===== src/rtl/blwl_prog_ctrl.sv =====
// rtl/blwl_prog_ctrl.sv - BL/WL program and read-back sequencer for a config SRAM bank
module blwl_prog_ctrl #(
    parameter int NUM_BL    = 8,
    parameter int NUM_WL    = 16,
    parameter int ADDR_W    = 4,
    parameter int WE_CYCLES = 2,
    parameter int RE_CYCLES = 1
) (
    input  logic              CK,
    input  logic              RSTN,
    input  logic              cmd_valid,
    output logic              cmd_ready,
    input  logic              cmd_write,
    input  logic [ADDR_W-1:0] cmd_addr,
    input  logic [NUM_BL-1:0] cmd_data,
    output logic [NUM_BL-1:0] BL,
    output logic              BL_OE,
    input  logic [NUM_BL-1:0] BL_IN,
    output logic [NUM_WL-1:0] WL,
    output logic [NUM_WL-1:0] WLR,
    output logic              rsp_valid,
    input  logic              rsp_ready,
    output logic [NUM_BL-1:0] rsp_data,
    output logic              rsp_err
);
    localparam int MAX_CYC = (WE_CYCLES > RE_CYCLES) ? WE_CYCLES : RE_CYCLES;
    localparam int CNT_W   = $clog2(MAX_CYC + 1);

    typedef enum logic [2:0] {
        S_IDLE, S_SETUP, S_PULSE, S_HOLD, S_READ, S_RESP
    } state_t;

    state_t            state_q;
    logic [CNT_W-1:0]  cnt_q;
    logic [ADDR_W-1:0] addr_q;
    logic              cmd_ready_q;
    logic [NUM_BL-1:0] bl_q;
    logic              bl_oe_q;
    logic [NUM_WL-1:0] wl_q;
    logic [NUM_WL-1:0] wlr_q;
    logic              rsp_valid_q;
    logic [NUM_BL-1:0] rsp_data_q;
    logic              rsp_err_q;

    logic              addr_bad;
    logic [NUM_WL-1:0] cmd_sel;
    logic [NUM_WL-1:0] row_sel;

    assign addr_bad = (32'(cmd_addr) >= NUM_WL);
    assign cmd_sel  = NUM_WL'(1) << cmd_addr;
    assign row_sel  = NUM_WL'(1) << addr_q;

    // Every output is a register, so word lines never glitch during decode.
    always_ff @(posedge CK or negedge RSTN) begin
        if (!RSTN) begin
            state_q     <= S_IDLE;
            cnt_q       <= '0;
            addr_q      <= '0;
            cmd_ready_q <= 1'b0;
            bl_q        <= '0;
            bl_oe_q     <= 1'b0;
            wl_q        <= '0;
            wlr_q       <= '0;
            rsp_valid_q <= 1'b0;
            rsp_data_q  <= '0;
            rsp_err_q   <= 1'b0;
        end else begin
            case (state_q)
                S_IDLE: begin
                    cmd_ready_q <= 1'b1;
                    if (cmd_valid && cmd_ready_q) begin
                        cmd_ready_q <= 1'b0;
                        addr_q      <= cmd_addr;
                        if (addr_bad) begin
                            rsp_valid_q <= 1'b1;
                            rsp_err_q   <= 1'b1;
                            rsp_data_q  <= '0;
                            state_q     <= S_RESP;
                        end else if (cmd_write) begin
                            bl_q    <= cmd_data;
                            bl_oe_q <= 1'b1;
                            state_q <= S_SETUP;
                        end else begin
                            wlr_q   <= cmd_sel;
                            cnt_q   <= CNT_W'(RE_CYCLES);
                            state_q <= S_READ;
                        end
                    end
                end
                S_SETUP: begin
                    wl_q    <= row_sel;
                    cnt_q   <= CNT_W'(WE_CYCLES);
                    state_q <= S_PULSE;
                end
                S_PULSE: begin
                    if (cnt_q == CNT_W'(1)) begin
                        wl_q    <= '0;
                        state_q <= S_HOLD;
                    end else begin
                        cnt_q <= cnt_q - CNT_W'(1);
                    end
                end
                S_HOLD: begin
                    bl_q        <= '0;
                    bl_oe_q     <= 1'b0;
                    rsp_valid_q <= 1'b1;
                    rsp_err_q   <= 1'b0;
                    rsp_data_q  <= '0;
                    state_q     <= S_RESP;
                end
                S_READ: begin
                    // Bank output is captured in the last read cycle, while WLR is still high.
                    if (cnt_q == CNT_W'(1)) begin
                        wlr_q       <= '0;
                        rsp_data_q  <= BL_IN;
                        rsp_err_q   <= 1'b0;
                        rsp_valid_q <= 1'b1;
                        state_q     <= S_RESP;
                    end else begin
                        cnt_q <= cnt_q - CNT_W'(1);
                    end
                end
                S_RESP: begin
                    if (rsp_ready) begin
                        rsp_valid_q <= 1'b0;
                        rsp_data_q  <= '0;
                        rsp_err_q   <= 1'b0;
                        cmd_ready_q <= 1'b1;
                        state_q     <= S_IDLE;
                    end
                end
                default: state_q <= S_IDLE;
            endcase
        end
    end

    assign cmd_ready = cmd_ready_q;
    assign BL        = bl_q;
    assign BL_OE     = bl_oe_q;
    assign WL        = wl_q;
    assign WLR       = wlr_q;
    assign rsp_valid = rsp_valid_q;
    assign rsp_data  = rsp_data_q;
    assign rsp_err   = rsp_err_q;
endmodule


===== config.mk =====
export PLATFORM = sky130hd
export DESIGN_NAME = blwl_prog_ctrl
export DESIGN_NICKNAME = d
export VERILOG_FILES = /design/src/rtl/blwl_prog_ctrl.sv
export SDC_FILE = /design/constraint.sdc
export NUM_CORES = 1
export LEC_CHECK = 0
export BUFFER_PORTS_ARGS = -buffer_cell sky130_fd_sc_hd__buf_4
export CAP_MARGIN = 20
export CORE_MARGIN = 5
export CORE_UTILIZATION = 30
export CTS_BUF_LIST = sky130_fd_sc_hd__clkbuf_2
export CTS_CLUSTER_SIZE = 40
export DETAILED_ROUTE_END_ITERATION = 12
export HOLD_SLACK_MARGIN = 0.03
export MAX_ROUTING_LAYER = met4
export SLEW_MARGIN = 20
export SYNTH_ARGS = -nofsm -noshare
export SYNTH_HDL_FRONTEND = slang
export SYNTH_SLANG_ARGS = --single-unit

===== constraint.sdc =====
create_clock -name CK -period 3.85 [get_ports CK]
set_clock_uncertainty 0.1 [all_clocks]
set_input_delay 0.1925 -clock CK [delete_from_list [all_inputs] [get_ports CK]]
set_output_delay 0.1925 -clock CK [all_outputs]
set_load 0.01 [all_outputs]

# Word-level counts from Yosys, hierarchy flattened
# Index checks and enable logic that the tools add are counted.
[totals]
word_cells = 76
regBits = 61
input_bits = 25
out_inout_bits = 52
[classes]
muxes = 32
n_reduce_logical = 17
eq_ne = 13
shifts = 2
add_sub_neg = 1
[ops]
columns = ["op", "n"]
rows = [
  ["one-hot mux 16 bit (2 select lines)", 2],
  ["2-to-1 mux 16 bit", 3],
  ["2-to-1 mux 8 bit", 4],
  ["left shift 1 x 4 -> 16 bit (first input constant)", 2],
  ["one-hot mux 8 bit (3 select lines)", 1],
  ["one-hot mux 3 bit (6 select lines)", 1],
  ["one-hot mux 8 bit (2 select lines)", 1],
  ["2-to-1 mux 3 bit", 5],
  ["!= test 2 bit (second input constant)", 7],
  ["AND reduction 4 bit", 3],
  ["nonzero test 2 bit", 4],
  ["2-to-1 mux 1 bit", 7],
  ["equality test 3 x 2 -> 1 bit (second input constant)", 2],
  ["equality test 3 bit (second input constant)", 2],
  ["2-to-1 mux 2 bit", 3],
  ["one-hot mux 1 bit (3 select lines)", 2],
  ["one-hot mux 2 bit (3 select lines)", 1],
  ["AND reduction 2 bit", 3],
  ["AND reduction 3 bit", 2],
  ["nonzero test 3 bit", 2],
  ["one-hot mux 1 bit (2 select lines)", 2],
  ["equality test 3 x 1 -> 1 bit (second input constant)", 1],
  ["zero test 3 bit", 1],
  ["equality test 2 x 1 -> 1 bit (second input constant)", 1],
  ["other kinds (3)", 3],
]

# Depth between registers and ports, before layout
# Gate-level depths: netlist of run 1.
[logic_depth]
depth_word = 4
depth_mapped = 8
mapped_depth_nobuf = 6

# Worst setup path after synthesis of run 1
# OpenSTA, ideal clock, no wires.
[synth_timing]
path_kind = "flip-flop to flip-flop"
start = "register cnt_q[0]"
end = "register rsp_data_q[6], in the netlist rsp_data[6]"
setup_ns = 0.126
arrival_time_ns = 1.493
required_time_ns = 3.624
stages_incl_launch_ff = 8
setup_slack_ns = 2.131
synth_period_minus_slack_ns = 1.719
n_path_buf = 2
path_cell_list = "dfrtp_1 ha_1 buf_2 mux2_2 o2bb2ai_1 buf_6 nand3_1 o21ai_0"
[synth_via]
elab_chain_cells = 3
[synth_rtl]
columns = ["item", "line", "text"]
rows = [
  ["start, declared", "34", "logic [CNT_W-1:0] cnt_q;"],
  ["start signal, assigned", "85", "cnt_q <= CNT_W'(RE_CYCLES);"],
  ["start signal, assigned", "92", "cnt_q <= CNT_W'(WE_CYCLES);"],
  ["start signal, assigned", "100", "cnt_q <= cnt_q - CNT_W'(1);"],
  ["equality test 2 x 1 -> 1 bit", "113", "if (cnt_q == CNT_W'(1)) begin"],
  ["!= test 2 bit (no line)", "--", ""],
  ["AND reduction 3 bit (no line)", "--", ""],
  ["end signal, assigned", "108", "rsp_data_q <= '0;"],
  ["end signal, assigned", "115", "rsp_data_q <= BL_IN;"],
  ["end signal, assigned", "126", "rsp_data_q <= '0;"],
  ["end, declared", "42", "logic [NUM_BL-1:0] rsp_data_q;"],
]
# No other way between the ends.
# A chain may end at the register's enable or synchronous reset.

# Worst setup path after layout of run 1
[layout_timing]
start = "register state_q[2]"
end = "register wlr_q[15], in the netlist WLR[15]"
[layout_via]
elab_chain_cells = 3
elab_cells_between_ends = 8
cone_classes = "eq/ne (4); mux (1); reduce/logical (3)"
[layout_rtl]
columns = ["item", "line", "text"]
rows = [
  ["start, declared", "33", "state_t state_q;"],
  ["start signal, assigned", "56", "state_q <= S_IDLE;"],
  ["start signal, assigned", "78", "state_q <= S_RESP;"],
  ["start signal, assigned", "82", "state_q <= S_SETUP;"],
  ["equality test 3 bit or zero test 3 bit (tied branches)", "68", "case (state_q)"],
  ["!= test 2 bit (no line) or nonzero test 2 bit (tied branches)", "--", ""],
  ["AND reduction 4 bit (no line)", "--", ""],
  ["end signal, assigned", "84", "wlr_q <= cmd_sel;"],
  ["end, declared", "40", "logic [NUM_WL-1:0] wlr_q;"],
]
# Parallel ways exist; a longest one is shown, timed or not.

==> results of run 1 <==
## power by group through the flow
stage | Clock (mW) | Sequential, mW | Combinational, mW
global placement | 0 | 1.13 | 1.09
floorplan | 0 | 1.11 | 0.654
finish | 0.305 | 1.12 | 1.12
detailed placement | 0 | 1.13 | 1.11
global route | 0.352 | 1.16 | 1.25
CTS | 0.324 | 1.12 | 1.14
## cells by family (layout without fill, tap and decap cells)
logic type               after synthesis  after routing  share of synthesized area [%]
AND/OR/NAND/NOR                       81             81                           15.7
AO/OA/AOI/OAI                         77             77                           20.7
flip-flops                            60             60                           55.7
buffers and inverters                 31            131                           5.34
multiplexers                           4              4                           1.67
adder cells (fa/ha/maj)                1              1                          0.464
other                                  1              1                          0.139
XOR/XNOR                               1              1                          0.325
## cells in the final DEF, fill, tap and decap left out, drive strengths merged, types with 2 or more instances in the layout
cell type | netlist | routed
a21o | 4 | 4
a21oi | 6 | 6
a22o | 14 | 14
a32o | 2 | 2
buf | 11 | 76
clkbuf | 6 | 12
clkinv | 0 | 3
dfrtp | 60 | 60
dlygate4sd3 | 0 | 26
inv | 14 | 14
mux2 | 4 | 4
nand2 | 34 | 34
nand2b | 4 | 4
nand3 | 13 | 13
nand3b | 4 | 4
nand4 | 4 | 4
nor2 | 8 | 8
nor2b | 3 | 3
nor3 | 2 | 2
nor3b | 2 | 2
o21a | 2 | 2
o21ai | 20 | 20
o31ai | 13 | 13
o41ai | 6 | 6
or2 | 2 | 2
## through the flow
stage / util [%] / power (mW) / setup WS [ns] / cell area, um2 / std cells
after detailed placement: 37.9 / 2.24 / 1.45 / 3310 / 423
final: 41.8 / 2.54 / 1.35 / 3640 / 464
after global placement: 37.9 / 2.21 / 1.67 / 3310 / 423
after CTS: 41.8 / 2.58 / 1.36 / 3640 / 464
after global routing: 41.8 / 2.76 / 1.15 / 3640 / 464
after floorplan: - / 1.77 / 2.13 / 2700 / 256
## state kept, by name, indices dropped and copies added (netlist names)
| signal | flops |
|---|---|
| BL | 8 |
| BL_OE | 1 |
| WL | 16 |
| WLR | 16 |
| addr_q | 4 |
| cmd_ready | 1 |
| cnt_q | 2 |
| rsp_data | 8 |
| rsp_valid | 1 |
| state_q | 3 |
## layer usage
layer / up-vias / track usage (%) / wire [um]
met5: - / - / 0
met4: 0 / 6.03 / 109
met3: 11 / 4.01 / 439
met2: 74 / 19.0 / 3130
met1: 1072 / 17.7 / 3260
li1: 1114 / - / -
## cell usage after synthesis (2+ instances only)
cell type and number:
nand3_1 13, a32o_1 2, clkbuf_1 6, inv_1 14, nand2b_1 4, nand3b_1 4, o21ai_0 19, dfrtp_1 60
o31ai_1 13, nor2b_1 3, a21o_1 4, a21oi_1 6, buf_2 7, or2_2 2, a22o_1 14, o41ai_1 6
nor2_1 6, o21a_1 2, nand2_1 34, nor3_1 2, mux2_2 4, buf_4 3, nand4_1 3
## area by class of cell
type	count	area, um2
clock inverter	3	15.0
inverter	14	52.6
tap	108	135
multi-input combinational	165	1050
clock buffer	12	60.1
timing repair buffer	102	831
fill	855	5080
sequential	60	1500
## how the worst max path moves through the flow
stage                     startpoint          end  slack [ns]
final                     state_q[2]      WLR[15]        1.35
after global routing      state_q[1]  rsp_data[7]        1.15
after CTS                 state_q[2]      WLR[15]        1.36
after detailed placement  state_q[1]  rsp_data[6]        1.45
after global placement    state_q[1]  rsp_data[5]        1.67
after floorplan             cnt_q[0]  rsp_data[6]        2.13
## worst min-delay path, cell delays in order
cell     delay, ns
buf_4         0.13
nand4_2       0.18
o21ai_0       0.10
==> results.txt, run 1 <==
The largest stage delay on the critical path is 0.83 ns. Data on the critical path arrives at its endpoint at 2.77 ns. The count of vias placed by the detailed router came out at 2271. The largest individual stage delay along the critical path comes from the cell dfrtp_1. The number of DRC violations after detailed routing is 0. Post-CTS timing repair inserted 0 buffers for setup.

The headroom to the max-slew limit came out at 33.3%. The number of nets in the layout came out at 378. After layout, the minimum clock period comes to 2.50 ns.

The number of clock buffers inserted by TritonCTS came out at 9. The number of optimization iterations in the first detailed-route pass is 4. The overall routed net length is 6950 um.

The number of global-route vias before repair came out at 2283. The CTS tree is yes. The combinational cell fraction of total power is 44.0%.

By area the synthesized netlist is led by dfrtp_1 (56%), nand2_1 (4.7%), a22o_1 (4.5%), o31ai_1 (3.6%), o21ai_0 (3.5%). Setup repair after global routing left no endpoint under its margin. The critical hold path startpoint is cmd_valid.

Counting cells, the worst reg-to-reg path comes to 5. The H-tree generated during clock tree synthesis spans 3 levels. The routability congestion estimate from global placement is 0.810. The largest net degree at the start of global routing is 61. The worst register-to-register path ends at WLR[15].

The number of pins exceeding their max-slew limit in the final report came to 0. The share of synthesized flip-flops with an asynchronous set or reset is 100%. The number of nets with antenna violations after detailed routing is 0.

The actual transition at the worst max-transition pin came out at 1.00 ns. The final total negative setup slack is 0 ns. Grouping stages by cell kind, the critical path spends the most delay in flip-flops. The maximum fanout encountered on the critical timing path is 23. Pin placement for this block handled 77 I/O pins. The logic depth of the worst setup path including buffers is 5. The number of warning messages in the yosys log is 0.

The number of clock sinks came out at 60. The clock latency at the later pin of the worst-skew pair is 0.46 ns. The wire length per cell after detailed routing is 15.0 um. The leakage power total is 1.72 nW. For this configuration, the core starts out at a cell density of 30.9%. The tightest min-delay check is of the primary input to register type. Static timing analysis puts the maximum clock frequency at 400 MHz. The layout overhead on the synthesized area came out at 35.2%.

The overall die area is 11000 um2. In the final layout, the share of cells above drive strength 1 is 29.2%. The width of the die is 105 um. The number of enable-type register cells in the synthesized netlist came out at 0. The per-cell via count in the routed design came out at 4.89.

The smallest hold slack is 0.0806 ns. The count of antenna diodes in the layout came out at 0. The reported max-cap violation count is 0.

The minimum setup slack among reg-to-reg paths is 1.35 ns. The clock passes through at most 2 buffers. The kind of capture point of the worst setup path is a register. The post-synthesis instance area is 2700 um2. Synthesis inferred 60 register bits. Of the synthesized area, sequential elements account for 55.7%. The die span in y is 105 um. After clock tree synthesis, the flow added hold-fix buffers numbering 26. The post-synth net total is 282. In this run the power spent charging and discharging nets is 1.02 mW. The root buffer cell chosen for the clock tree is clkbuf_2. The initial detailed-routing violation count came out at 119.

Among all flip-flop cells after synthesis, the most frequent one is dfrtp_1. The number of antenna violations at the first check in global routing was 0. Summed over all layers, the global routing overflow is 0.

The final number of setup-violating endpoints came out at 0. The power per unit of standard cell area is 698 nW/um2. The clock slew at the register clock pins of the worst setup and hold paths came out at 0.18 ns.

The switching portion of total power is 40.3%. The path with the worst hold slack has its endpoint at addr_q[0]. The gate count of the mapped netlist came out at 256. The number of stages on the worst hold path is 3. The worst ir drop on vdd came out at 241 uV.

Walking the worst path, the cells encountered are nor2b_1 > nand2_1 > nand4_1 > dlygate4sd3_1 > o31ai_1. The final count of hold timing violations is 0. In this run the biggest area consumer among cell types represents 55.7% of the synthesized area.

The worst setup path is launched from a register. The count of buffer and inverter cells on the critical path came out at 1. The mean instance size in the synthesized netlist is 10.5 um2. The global routing usage summed across all routing layers is 13.4%. The number of gates resized after CTS was 0. Internal power comes to 1.52 mW.

The count of cell types in the netlist came out at 48. After floorplanning, the core was sized to cover 8720 um2. The flow ran to the end, and the final reports show no timing, DRC or antenna violations. In this run the core area contains 34 standard-cell rows. The sequential cell fraction of total power is 44.0%. The clock network is responsible for 12.0% of the overall power. Of all cell types, the one taking the most synthesized area is dfrtp_1. Once detailed placement completed, the half-perimeter wirelength came to 4640 um. The data required time of the critical path came out at 4.12 ns. The count of port buffers added during placement came out at 75.

The part of the cycle the worst path needs is 64.9%. The type of the setup path with the least slack is register to register. In this run the critical register-to-register path is launched from state_q[2].

The first global-routing pass estimated 11700 um of wire.
Note: power is estimated with default switching activity, not from simulation.
==> run 2: changes to the inputs <==
- clock period: 3.85 -> 2.2 ns (I/O delays scaled with it)
==> results.txt, run 2 (synthesis gave the netlist of run 1 again) <==
On the critical path, the stage with the largest delay is an instance of dfrtp_1. The initial detailed-routing violation count came out at 156 (+31%). STA classifies the critical path endpoint as a register. The count of vias placed by the detailed router came to 2312 (+1.8%). The clock slew at the register clock pins of the worst setup and hold paths is 0.18 ns (about the same). The headroom to the max-slew limit was 49.2% (+16 points). The post-layout minimum cycle time is 1.90 ns (-0.600 ns). The area after detailed placement came out at 3340 um2 (+1.1%). The storage element area is 1500 um2 (about the same). In the layout the commonest cells are buf_4 (78), dfrtp_1 (59), nand2_1 (34), dlygate4sd3_1 (24), o21ai_0 (19). The actual transition at the worst max-transition pin is 0.763 ns (-0.238 ns). The arrival time of the worst setup path is 2.22 ns (-0.55 ns). The part of the cycle the worst path needs came out at 86.3% (+21 points). The reported max-cap violation count came to 0 (unchanged). Relative to the synthesized area, the layout overhead comes to 39.0%. The largest stage delay on the critical path is 0.62 ns (-0.21 ns).

The smallest hold slack was 0.132 ns (+0.0513 ns). Setup repair after global routing left no endpoint under its margin. The CTS tree is yes. The critical path goes through inv_1 > nand4_2 > nor2_2 > a22o_1. The fraction of layout cells with a size suffix above 1 came out at 30.2% (+0.95 points). The cell sitting at the root of the clock tree is a clkbuf_2. The total non-filler cell area in the finished layout is 3750 um2 (+2.8%). The number of clock sinks is 60 (unchanged). The number of standard cells in the layout, taps in and fillers out was 466 (+0.43%). The leakage power total is 1.76 nW (+2.2%). The count of antenna diodes in the layout came to 0 (unchanged). The data required time of the critical path came out at 2.52 ns (-1.60 ns).

The total placed cells including tap cells is 426 (+0.71%). The count of port buffers added during placement is 75 (unchanged). The per-cell via count in the routed design came out at 4.96 (+1.4%).

The number of inserted filler cells in the final layout came out at 832 (-2.7%). The largest net degree at the start of global routing came to 61 (unchanged). The power per unit of standard cell area was 1300 nW/um2 (+86%).

The number of buffers on the longest clock path is 2 (unchanged). The overall routed net length is 6860 um (-1.3%). The routability congestion estimate from global placement came out at 0.760 (-6.2%).

The number of global-route vias before repair came out at 2378 (+4.2%). The die span in y is 105 um (unchanged). The number of nets with antenna violations after detailed routing came to 0 (unchanged). The overall die area was 11000 um2 (unchanged). The wire length per cell after detailed routing was 14.7 um (-1.7%).

The total grt overflow is 0 (unchanged). The clock latency at the later pin of the worst-skew pair came out at 0.47 ns (about the same). The placeable core region came out at 8720 um2 (unchanged). The maximum fanout encountered on the critical timing path came to 19 (-17%). Leaving out fill and tap cells, the most frequent cell in the layout is buf_4. The number of clock buffers inserted by TritonCTS is 9 (unchanged). The flow ran to the end, and the final reports show no timing, DRC or antenna violations. The final number of setup-violating endpoints is 0 (unchanged).

The number of levels in the clock H-tree came out at 3 (unchanged). The placement row count came out at 34 (unchanged). The number of nets in the layout came out at 379 (+0.26%). The minimum setup slack among reg-to-reg paths was 0.30 ns (-1.05 ns). The width of the die was 105 um (unchanged). The count of buffer and inverter cells on the critical path was 1 (unchanged). By startpoint and endpoint, the worst setup path is classified as register to register. The final critical-path setup slack came out at 0.301 ns (-1.05 ns). The number of top-level design ports is 77 (unchanged). The number of antenna violations at the first check in global routing is 0 (unchanged).

Among cell families on the critical path, the largest total delay comes from simple AND/OR/NAND/NOR gates. The core utilization of the finished layout is 43.0% (+1.2 points). The final count of hold timing violations is 0 (unchanged).

The global routing usage summed across all routing layers came out at 13.5% (+0.040 points). The wire length of the first global-routing pass is 11900 um (+1.6%). The initial cell density of the core came out at 30.9% (unchanged).

The worst slack at placement is 0.163 ns (-1.29 ns). The tightest min-delay check is of the primary input to asynchronous set/reset pin type. The total area of multi-input combinational cells is 1050 um2 (unchanged). The reg-to-reg startpoint is state_q[0]. The worst reg-to-reg path cell count was 4 (-1).

The endpoint identified for the worst register-to-register timing path is BL[4]. The number of pins exceeding their max-slew limit in the final report came to 0 (unchanged). The worst setup path is launched from a register. The number of DRC violations after detailed routing came to 0 (unchanged). The placed wire-length estimate after detailed placement is 4590 um (-1.1%). The number of optimization iterations in the first detailed-route pass is 5 (+1). The worst ir drop on vdd is 604 uV (+150%). The final total negative setup slack came out at 0 ns (unchanged). The upper clock frequency limit came out at 526 MHz (+32%). The final total power is 4.85 mW (+91%).
-- run 2: cell types whose count changed in the layout (fill, tap and decap cells not counted) --
cell	previous run	this run
dfrtp_2	0	1
bufinv_16	0	3
buf_4	76	78
clkinv_4	0	1
buf_12	0	1
clkinv_2	3	1
clkinv_1	0	1
dlygate4sd3_1	26	24
clkinvlp_4	0	1
dfrtp_1	60	59
clkbuf_2	12	9
-- run 2: worst register-to-register path: stages (launching register included) --
cell	delay, ns
dfrtp_1	0.62
inv_1	0.28
nand4_2	0.25
nor2_2	0.41
a22o_1	0.20
-- run 2: power breakdown --
part,internal [mW],switching [mW]
Sequential,1.52,0.433
Combinational,1.01,0.983
Clock,0.486,0.419
-- run 2: worst max path at each step --
| stage | start | to | slack, ns | cells after the start |
|---|---|---|---|---|
| global placement | state_q[1] | WLR[8] | 0.29 | 4 |
| CTS | state_q[1] | WLR[8] | 0.17 | 4 |
| floorplan | cnt_q[0] | rsp_data[6] | 0.48 | 7 |
| finish | state_q[0] | BL[4] | 0.30 | 4 |
| global route | state_q[0] | WLR[8] | 0.13 | 4 |
| detailed placement | state_q[1] | WLR[8] | 0.16 | 4 |
-- run 2: area by class of cell --
cell class	count	share of cell area, %
tap	108	3.61
clock inverter	7	3.07
sequential	60	40.1
timing repair buffer	103	22.6
clock buffer	9	1.20
multi-input combinational	165	28.0
inverter	14	1.40
-- run 2: layer usage --
layer | track usage [%] | wire length (um) | vias to the layer above
met5 | - | 0 | -
met4 | 3.56 | 44 | 0
met3 | 4.87 | 425 | 4
met2 | 21.0 | 3270 | 74
met1 | 16.6 | 3120 | 1109
li1 | - | - | 1125
-- run 2: timing repair --
item	CTS	global route
hold buffers	24	0
setup endpoints to repair	0	3
setup buffers	0	0
endpoints found under the hold margin	101	0
gates resized for setup	0	1
